$ cat src/rtl/cpu_defs_pkg.sv
// Shared CPU definitions: opcodes, ALU operation codes and the controller
// state encoding, plus small helpers that group opcodes by instruction class.
package cpu_defs_pkg;

   localparam int OPCODE_W = 5;

   // Instruction opcodes, as found in IR[31:27]
   localparam logic [OPCODE_W-1:0] OP_LD   = 5'b00000;
   localparam logic [OPCODE_W-1:0] OP_LDI  = 5'b00001;
   localparam logic [OPCODE_W-1:0] OP_ST   = 5'b00010;
   localparam logic [OPCODE_W-1:0] OP_ADD  = 5'b00011;
   localparam logic [OPCODE_W-1:0] OP_SUB  = 5'b00100;
   localparam logic [OPCODE_W-1:0] OP_AND  = 5'b00101;
   localparam logic [OPCODE_W-1:0] OP_OR   = 5'b00110;
   localparam logic [OPCODE_W-1:0] OP_ADDI = 5'b01100;
   localparam logic [OPCODE_W-1:0] OP_ANDI = 5'b01101;
   localparam logic [OPCODE_W-1:0] OP_ORI  = 5'b01110;
   localparam logic [OPCODE_W-1:0] OP_BR   = 5'b10010;
   localparam logic [OPCODE_W-1:0] OP_JR   = 5'b10011;
   localparam logic [OPCODE_W-1:0] OP_NOP  = 5'b11010;
   localparam logic [OPCODE_W-1:0] OP_HALT = 5'b11011;

   // ALU operation codes driven on the operation bus
   localparam logic [OPCODE_W-1:0] ALU_ADD = 5'b00011;
   localparam logic [OPCODE_W-1:0] ALU_AND = 5'b00101;
   localparam logic [OPCODE_W-1:0] ALU_OR  = 5'b00110;

   // Controller states; T3..T7 are shared by all opcodes
   typedef enum logic [3:0] {
      RESET_S = 4'd0,
      T0      = 4'd1,
      T1      = 4'd2,
      T2      = 4'd3,
      T3      = 4'd4,
      T4      = 4'd5,
      T5      = 4'd6,
      T6      = 4'd7,
      T7      = 4'd8,
      HALT_S  = 4'd9
   } state_t;

   // Memory-address class: effective address computed as base + constant
   function automatic logic is_mem_class(input logic [OPCODE_W-1:0] op);
      return (op == OP_LD) || (op == OP_LDI) || (op == OP_ST);
   endfunction

   // Register-register ALU class: the opcode doubles as the ALU operation
   function automatic logic is_rr_class(input logic [OPCODE_W-1:0] op);
      return (op == OP_ADD) || (op == OP_SUB) || (op == OP_AND) || (op == OP_OR);
   endfunction

   // Register-immediate ALU class
   function automatic logic is_imm_class(input logic [OPCODE_W-1:0] op);
      return (op == OP_ADDI) || (op == OP_ANDI) || (op == OP_ORI);
   endfunction

   // ALU operation used by each immediate opcode
   function automatic logic [OPCODE_W-1:0] imm_alu_op(input logic [OPCODE_W-1:0] op);
      logic [OPCODE_W-1:0] res;
      res = ALU_ADD;
      if (op == OP_ANDI) res = ALU_AND;
      if (op == OP_ORI)  res = ALU_OR;
      return res;
   endfunction

endpackage

$ cat src/rtl/control_unit.sv
// Hardwired Moore controller for the datapath. Steps one state per clock
// through fetch (T0..T2) and the opcode-specific execute states (T3..T7),
// decoding the control strobes from the registered state and IR opcode.
module control_unit #(
   parameter int OPW = 5
) (
   input  logic           Clock,
   input  logic           Reset,
   input  logic           Stop,
   input  logic [31:0]    IR,
   input  logic           CON_FF,
   output logic           PCout,
   output logic           Zlowout,
   output logic           ZHighout,
   output logic           MDRout,
   output logic           HIout,
   output logic           LOout,
   output logic           Cout,
   output logic           InPortout,
   output logic           BAout,
   output logic           Rout,
   output logic           PCin,
   output logic           MARin,
   output logic           MDRin,
   output logic           IRin,
   output logic           Yin,
   output logic           Zin,
   output logic           Rin,
   output logic           CONin,
   output logic           GRA,
   output logic           GRB,
   output logic           GRC,
   output logic           IncPC,
   output logic           Read,
   output logic           Write,
   output logic [OPW-1:0] operation,
   output logic           Run
);

   import cpu_defs_pkg::*;

   state_t              state;
   state_t              next_state;
   logic [OPCODE_W-1:0] opcode;
   logic                unused_ir;

   assign opcode    = IR[31:27];
   assign unused_ir = ^IR[26:0];

   // State register; Reset wins at any edge so no partial sequence survives
   always_ff @(posedge Clock) begin
      if (Reset) state <= RESET_S;
      else       state <= next_state;
   end

   // Next-state selection; execute length depends on the opcode class
   always_comb begin
      next_state = T0;
      case (state)
         RESET_S: next_state = T0;
         T0:      next_state = Stop ? HALT_S : T1;
         T1:      next_state = T2;
         T2:      next_state = T3;
         T3: begin
            if (opcode == OP_HALT)
               next_state = HALT_S;
            else if (is_mem_class(opcode) || is_rr_class(opcode) ||
                     is_imm_class(opcode) || (opcode == OP_BR))
               next_state = T4;
            else
               next_state = T0;
         end
         T4:      next_state = T5;
         T5: begin
            if ((opcode == OP_LD) || (opcode == OP_ST) || (opcode == OP_BR))
               next_state = T6;
            else
               next_state = T0;
         end
         T6: begin
            if ((opcode == OP_LD) || (opcode == OP_ST))
               next_state = T7;
            else
               next_state = T0;
         end
         T7:      next_state = T0;
         HALT_S:  next_state = HALT_S;
         default: next_state = RESET_S;
      endcase
   end

   // Strobe decode of the registered state; T0 is muted by Stop and T6 of br by CON_FF
   always_comb begin
      PCout     = 1'b0;
      Zlowout   = 1'b0;
      ZHighout  = 1'b0;
      MDRout    = 1'b0;
      HIout     = 1'b0;
      LOout     = 1'b0;
      Cout      = 1'b0;
      InPortout = 1'b0;
      BAout     = 1'b0;
      Rout      = 1'b0;
      PCin      = 1'b0;
      MARin     = 1'b0;
      MDRin     = 1'b0;
      IRin      = 1'b0;
      Yin       = 1'b0;
      Zin       = 1'b0;
      Rin       = 1'b0;
      CONin     = 1'b0;
      GRA       = 1'b0;
      GRB       = 1'b0;
      GRC       = 1'b0;
      IncPC     = 1'b0;
      Read      = 1'b0;
      Write     = 1'b0;
      operation = '0;
      Run       = (state != RESET_S) && (state != HALT_S);

      case (state)
         T0: begin
            if (!Stop) begin
               PCout = 1'b1;
               MARin = 1'b1;
               IncPC = 1'b1;
               PCin  = 1'b1;
            end
         end
         T1: begin
            Read  = 1'b1;
            MDRin = 1'b1;
         end
         T2: begin
            MDRout = 1'b1;
            IRin   = 1'b1;
         end
         T3: begin
            if (is_mem_class(opcode)) begin
               GRB   = 1'b1;
               BAout = 1'b1;
               Yin   = 1'b1;
            end else if (is_rr_class(opcode) || is_imm_class(opcode)) begin
               GRB  = 1'b1;
               Rout = 1'b1;
               Yin  = 1'b1;
            end else if (opcode == OP_BR) begin
               GRA   = 1'b1;
               Rout  = 1'b1;
               CONin = 1'b1;
            end else if (opcode == OP_JR) begin
               GRA  = 1'b1;
               Rout = 1'b1;
               PCin = 1'b1;
            end
         end
         T4: begin
            if (is_mem_class(opcode)) begin
               Cout      = 1'b1;
               Zin       = 1'b1;
               operation = OPW'(ALU_ADD);
            end else if (is_rr_class(opcode)) begin
               GRC       = 1'b1;
               Rout      = 1'b1;
               Zin       = 1'b1;
               operation = OPW'(opcode);
            end else if (is_imm_class(opcode)) begin
               Cout      = 1'b1;
               Zin       = 1'b1;
               operation = OPW'(imm_alu_op(opcode));
            end else if (opcode == OP_BR) begin
               PCout = 1'b1;
               Yin   = 1'b1;
            end
         end
         T5: begin
            if ((opcode == OP_LD) || (opcode == OP_ST)) begin
               Zlowout = 1'b1;
               MARin   = 1'b1;
            end else if ((opcode == OP_LDI) || is_rr_class(opcode) ||
                         is_imm_class(opcode)) begin
               Zlowout = 1'b1;
               GRA     = 1'b1;
               Rin     = 1'b1;
            end else if (opcode == OP_BR) begin
               Cout      = 1'b1;
               Zin       = 1'b1;
               operation = OPW'(ALU_ADD);
            end
         end
         T6: begin
            if (opcode == OP_LD) begin
               Read  = 1'b1;
               MDRin = 1'b1;
            end else if (opcode == OP_ST) begin
               GRA   = 1'b1;
               Rout  = 1'b1;
               MDRin = 1'b1;
            end else if ((opcode == OP_BR) && CON_FF) begin
               Zlowout = 1'b1;
               PCin    = 1'b1;
            end
         end
         T7: begin
            if (opcode == OP_LD) begin
               MDRout = 1'b1;
               GRA    = 1'b1;
               Rin    = 1'b1;
            end else if (opcode == OP_ST) begin
               Write = 1'b1;
            end
         end
         default: begin
         end
      endcase
   end

endmodule
$ cat config.mk
export PLATFORM = sky130hd
export DESIGN_NAME = control_unit
export DESIGN_NICKNAME = d
export VERILOG_FILES = /design/src/rtl/cpu_defs_pkg.sv /design/src/rtl/control_unit.sv
export SDC_FILE = /design/constraint.sdc
export NUM_CORES = 1
export LEC_CHECK = 0
export CAP_MARGIN = 20
export CELL_PAD_IN_SITES_DETAIL_PLACEMENT = 1
export CELL_PAD_IN_SITES_GLOBAL_PLACEMENT = 1
export CORE_MARGIN = 2
export CORE_UTILIZATION = 20
export CTS_CLUSTER_SIZE = 24
export DETAILED_ROUTE_END_ITERATION = 7
export PLACE_DENSITY_LB_ADDON = 0.15
export SLEW_MARGIN = 15
export SYNTH_ARGS = -nofsm -noshare
export SYNTH_HDL_FRONTEND = slang
export SYNTH_SLANG_ARGS = --single-unit
export TNS_END_PERCENT = 100
$ cat constraint.sdc
create_clock -name Clock -period 2.85 [get_ports Clock]
set_input_delay 0.57 -clock Clock [delete_from_list [all_inputs] [get_ports Clock]]
set_output_delay 0.57 -clock Clock [all_outputs]
set_load 0.1 [all_outputs]
==> impl_metrics.csv, run 1 <==
group,metric,value,unit
status,outcome,"complete, no violations",
clocking,numCtsBuffers,3,
timing,setup_tns,0,ns
cells_and_area,regMostFlops,"state",
synth,yosysTopAreaCell,"dfxtp_1",
setup_path,worstPathRequired,2.28,ns
drt,vias,1049,
synth,async_reset_ff_share,0,%
synth,synth_area,769,um^2
pwr,p_sw,227,uW
worst_hold_path,hold_path_class,"reg -> reg",
cells_and_area,area_growth,123,%
synth,synth_edf_count,0,
setup_path,cp.arrival,2.26,ns
floorplanning,die_x,66.0,um
cells_and_area,final_cell_mix,"buf_4 (24), buf_12 (22), nand2b_1 (8), nor2_1 (8)",
placement,routabilityCongestion,0.855,
setup_path,endpoint_kind,"primary output",
floorplanning,die_area,4360,um^2
timing,rsz0062_at_grt,"true",
setup_path,rrSetupSlack,0.99,ns
global_route,grt_pass1_vias,1116,
cells_and_area,multi_input_area,807,um^2
global_route,grtUsageTotal,15.0,%
clocking,clk_path_buf_depth,2,
timing,finClkSkew,0.000449,ns
pwr,powerDensity,271,nW/um^2
drt,wirelength,3060,um
clocking,htreeDepth,1,
clocking,clock-root-buffer,"clkbuf_8",
floorplanning,io_pins,66,
drt,drc_errors,0,
pwr,internal-power,237,uW
drt,wl_per_cell,14.1,um
setup_path,critPathLaunchType,"primary input",
timing,period_minus_slack,2.83,ns
cells_and_area,finish.utilization,46.4,%
run,cap_violations,0,
clocking,cts_sinks,4,
clocking,clock_latency,0.21,ns
global_route,grt_pass1_wl,5260,um
timing,finalHoldViolCount,0,
synth,synth_top_cell_area_share,10.4,%
timing,min_period_over_period,99.2,%
clocking,cts_tree,"built",
floorplanning,rows,22,
pwr,p_clk_share,25.3,%
setup_path,worstSetupPathType,"in -> out",
placement,place_inst,213,
drt,ant_nets,0,
cells_and_area,layoutNonFillerInstCount,216,
synth,syn-mean-instance-area,6.36,um^2
timing,report.final.slew_viol_count,0,
floorplanning,chipHeight,66.0,um
synth,ys_seq_area_share,10.4,%
clocking,cts_setup_buffers,0,
synth,synth_warnings,0,
synth,synth_flop_cell,"dfxtp_1",
timing,setup_viol,0,
drt,via_per_inst,4.86,
cells_and_area,nets,206,
drt,dr.pass1.iters,4,
cells_and_area,fillers,425,
global_route,grt_max_degree,15,
cells_and_area,drive_gt1_share,51.8,%
setup_path,path_max_fanout,3,
pwr,vdd.ir_drop.worst,0.374,mV
pwr,p_sw_share,49.0,%
placement,io_buffers,32,
cells_and_area,regArea,81.3,um^2
global_route,antenna_found_initial,0,
floorplanning,core_area,3690,um^2
timing,fmax,0.354,GHz
pwr,pwr-share-comb,59.9,%
synth,syn_inst,121,
cells_and_area,largest_reg_flops,4,
cells_and_area,reg_top3,"state x4",
clocking,clk_pin_slew,0.03,ns
synth,synth_seq_cells,4,
synth,synth_cell_types,40,
drt,drtIter0Drc,13,
cells_and_area,antenna_cells,0,
global_route,grt_overflow,0,
synth,synthTopCellsByArea,"dfxtp_1 (10%), nor3_1 (8.5%), nand2b_1 (7.3%), o21ai_0 (5.9%), buf_4 (5.9%)",
cells_and_area,layout_commonest_cell,"buf_4",
pwr,power_frac_seq,14.8,%
floorplanning,initial_core_util,20.9,%
placement,dpl.hpwl,2610,um
pwr,p_leak,0.000664,uW
[synth_stat cells (all sizes together) (2+ instances only)]
cell / number
o31ai: 3
or3: 2
nand2b: 9
and3: 2
nor2: 10
a21oi: 7
nor2b: 3
nor4: 2
o41ai: 2
nand2: 4
or4: 3
dfxtp: 4
o21ai: 9
buf: 7
and2: 2
a211oi: 2
nand3: 4
inv: 5
o21a: 2
nor3: 13
clkbuf: 9
and3b: 2
[power groups by stage]
stage	combinational [uW]	clock, uW	sequential [uW]
6_report	278	117	68.9
5_1_grt	293	128	69.6
4_1_cts	279	120	68.3
3_5_place_dp	280	0	69.1
3_3_place_gp	276	0	68.9
2_1_floorplan	214	0	65.1
[logic make-up after synthesis]
| family | share of synthesized area, % |
|---|---|
| and+or+nand+nor | 46.8 |
| AOI/OAI and AO/OA | 27.0 |
| buffers and inverters | 14.1 |
| DFF | 10.4 |
| xor gates and xnor gates | 1.14 |
| other | 0.487 |
[metal layers]
metal / global-route usage, % / share of wire, % / vias up
met4: 2.55 / 0 / 0
met3: 1.02 / 2.5 / 0
met5: 0 / 0 / -
met1: 19.0 / 45 / 506
met2: 27.9 / 53 / 21
li1: - / - / 522
[layout make-up]
cell class              count  area share, %
multi-input cells         101           47.1
flip-flops and latches      4           4.75
clock buffers               3           2.41
repair buffers             55           41.1
well taps                  48           3.51
inverters                   5           1.10
[worst max-delay path: stages]
cell           delay, ns
dlygate4sd2_1       0.24
or4_4               0.50
buf_6               0.14
or3_4               0.33
o22ai_2             0.08
and3b_2             0.22
buf_12              0.17
[path summary, 6_finish.rpt]
kind,start,endpoint,depth (start not counted)
max reg2reg,state[2],state[3],5
max,IR[30],Read,7
min,state[0],state[0],2
min reg2reg,state[0],state[0],2
[through the flow]
step                cell area [um^2]  total power [uW]  worst slack, ns  hold WS, ns
floorplan                       1050               279           -0.304        0.600
global placement                1660               345           -0.286        0.687
detailed placement              1660               349           -0.304        0.718
CTS                             1710               467          0.00131        0.720
global route                    1710               491          -0.0219        0.702
finish                          1710               464           0.0238        0.649
[repair_timing]
item | CTS | global route
hold buffers | 0 | 0
endpoints found under the setup margin | 12 | 6
gates resized for setup | 8 | 4
pin swaps | 4 | 1
endpoints found under the hold margin | 0 | 0
No activity file was read; power rests on OpenSTA's default activity.
==> inputs of run 2 (changes only) <==
--- a/config.mk
+++ b/config.mk
@@ -13,7 +13,7 @@
 export CTS_CLUSTER_SIZE = 24
 export DETAILED_ROUTE_END_ITERATION = 7
 export PLACE_DENSITY_LB_ADDON = 0.15
-export SLEW_MARGIN = 15
+export SLEW_MARGIN = 10
 export SYNTH_ARGS = -nofsm -noshare
 export SYNTH_HDL_FRONTEND = slang
 export SYNTH_SLANG_ARGS = --single-unit
==> results of run 2 <==
No change in the layout: final DEF, timing and power equal those of run 1.
==> inputs of run 3 (changes only) <==
--- a/config.mk
+++ b/config.mk
@@ -13,6 +13,7 @@
 export CTS_CLUSTER_SIZE = 24
 export DETAILED_ROUTE_END_ITERATION = 7
 export PLACE_DENSITY_LB_ADDON = 0.15
+export SKIP_CTS_REPAIR_TIMING = 1
 export SLEW_MARGIN = 10
 export SYNTH_ARGS = -nofsm -noshare
 export SYNTH_HDL_FRONTEND = slang
==> run 3 against run 2 <==
Net effect:
- die area unchanged
- routed wire length increased by 0.85%
- hold slack improved by 0.062 ns
- design area increased by 1.3%
- power increased by 0.38%
- count of clock-buffer cells in the layout unchanged
- fmax increased by 1.2%
- first-iteration DRC count decreased by 38%
- flip-flop and latch count unchanged
- final cell count unchanged
- clock power about the same
- critical endpoint is now GRA
==> impl_metrics.csv, run 3 (synthesis results as in run 1) <==
group,metric,value,unit
status,outcome,"complete, no violations",
drt,drtIter0Drc,8,
run,cap_violations,0,
cells_and_area,antenna_cells,0,
floorplanning,core_area,3690,um^2
drt,wirelength,3080,um
setup_path,worstSetupPathType,"reg -> out",
timing,rsz0062_at_grt,"false",
floorplanning,initial_core_util,20.9,%
global_route,antenna_found_initial,0,
global_route,grt_pass1_vias,1120,
cells_and_area,nets,206,
floorplanning,die_area,4360,um^2
placement,routabilityCongestion,0.855,
setup_path,worstPathRequired,2.28,ns
floorplanning,die_x,66.0,um
timing,min_period_over_period,98.0,%
global_route,grt_overflow,0,
clocking,numCtsBuffers,3,
setup_path,critPathLaunchType,"flip-flop",
global_route,grt_pass1_wl,5270,um
cells_and_area,layout_commonest_cell,"buf_4",
timing,finalHoldViolCount,0,
pwr,powerDensity,268,nW/um^2
cells_and_area,reg_top3,"state x4",
timing,period_minus_slack,2.79,ns
timing,fmax,0.358,GHz
pwr,pwr-share-comb,60.1,%
pwr,p_sw,228,uW
placement,place_inst,213,
timing,finClkSkew,0.000449,ns
cells_and_area,drive_gt1_share,51.8,%
clocking,clk_pin_slew,0.03,ns
setup_path,cp.arrival,2.22,ns
pwr,p_leak,0.000701,uW
clocking,clock_latency,0.21,ns
cells_and_area,layoutNonFillerInstCount,216,
setup_path,path_max_fanout,10,
clocking,htreeDepth,1,
timing,report.final.slew_viol_count,0,
placement,io_buffers,32,
drt,ant_nets,0,
drt,vias,1058,
pwr,internal-power,238,uW
cells_and_area,fillers,421,
pwr,vdd.ir_drop.worst,0.374,mV
clocking,cts_tree,"built",
timing,setup_tns,0,ns
timing,setup_viol,0,
global_route,grtUsageTotal,15.1,%
placement,dpl.hpwl,2610,um
clocking,cts_sinks,4,
drt,via_per_inst,4.90,
cells_and_area,largest_reg_flops,4,
drt,drc_errors,0,
floorplanning,chipHeight,66.0,um
drt,wl_per_cell,14.3,um
drt,dr.pass1.iters,4,
worst_hold_path,hold_path_class,"reg -> reg",
cells_and_area,regMostFlops,"state",
pwr,power_frac_seq,14.7,%
timing,whs,0.711,ns
placement,placed_cell_area,1660,um^2
cells_and_area,final_cell_mix,"buf_4 (24), buf_12 (22), nor2_1 (8)",
cells_and_area,final_area,1740,um^2
pwr,p_clk_share,25.2,%
cells_and_area,area_growth,126,%
clocking,clock-root-buffer,"clkbuf_8",
setup_path,endpoint_kind,"primary output",
floorplanning,rows,22,
clocking,clk_path_buf_depth,2,
global_route,grt_max_degree,15,
pwr,p_sw_share,49.0,%
floorplanning,io_pins,66,
==> run 3: cell count changes in the layout (fill, tap and decap cells not counted) <==
cell,previous run,this run
clkbuf_2,1,0
clkdlybuf4s15_1,1,0
dfxtp_1,3,4
dfxtp_2,1,0
dlygate4sd2_1,2,0
dlymetal6s2s_1,0,4
nand2b_1,8,7
nand2b_2,0,1
or4_1,1,0
or4_4,2,3
==> run 3: worst paths after layout <==
check / start / to / slack, ns / cells after the start
max reg2reg: state[0] / state[3] / 0.95 / 5
max: state[1] / GRA / 0.06 / 6
min reg2reg: state[3] / state[1] / 0.71 / 2
min: state[3] / state[1] / 0.71 / 2
==> run 3: metrics by stage <==
| stage | setup WS, ns | total power [uW] | util (%) |
|---|---|---|---|
| after detailed placement | -0.304 | 349 | 44.9 |
| after floorplan | -0.304 | 279 | - |
| after global placement | -0.286 | 345 | 44.9 |
| after global routing | 0.00137 | 493 | 47.0 |
| final | 0.0583 | 466 | 47.0 |
| after CTS | -0.302 | 469 | 46.1 |
==> run 3: critical path: stages, from the launching register on <==
cell and delay (ns):
dfxtp_1 0.40, buf_4 0.22, or2_2 0.35, or4_4 0.59, o31ai_4 0.09, nand2b_4 0.18, buf_12 0.17
==> run 3: cell type report <==
cell class,count,area [um^2],share of cell area (%)
inverters,5,18.8,1.08
well taps,48,60.1,3.46
repair buffers,55,722,41.6
clock buffers,3,41.3,2.38
multi-input cells,101,813,46.9
flip-flops and latches,4,80.1,4.61
==> run 3: power groups by stage <==
stage	combinational [uW]	sequential (uW)	clock, uW
floorplan	214	65.1	0
global placement	276	68.9	0
detailed placement	280	69.1	0
CTS	280	68.3	120
global route	295	69.4	128
finish	280	68.6	117
==> run 3: routing by layer <==
metal  share of wire, %  global-route usage (%)
met1                 45                    19.1
met2                 52                    28.0
met3                2.5                    1.02
met4                  0                    2.55
met5                  0                       0
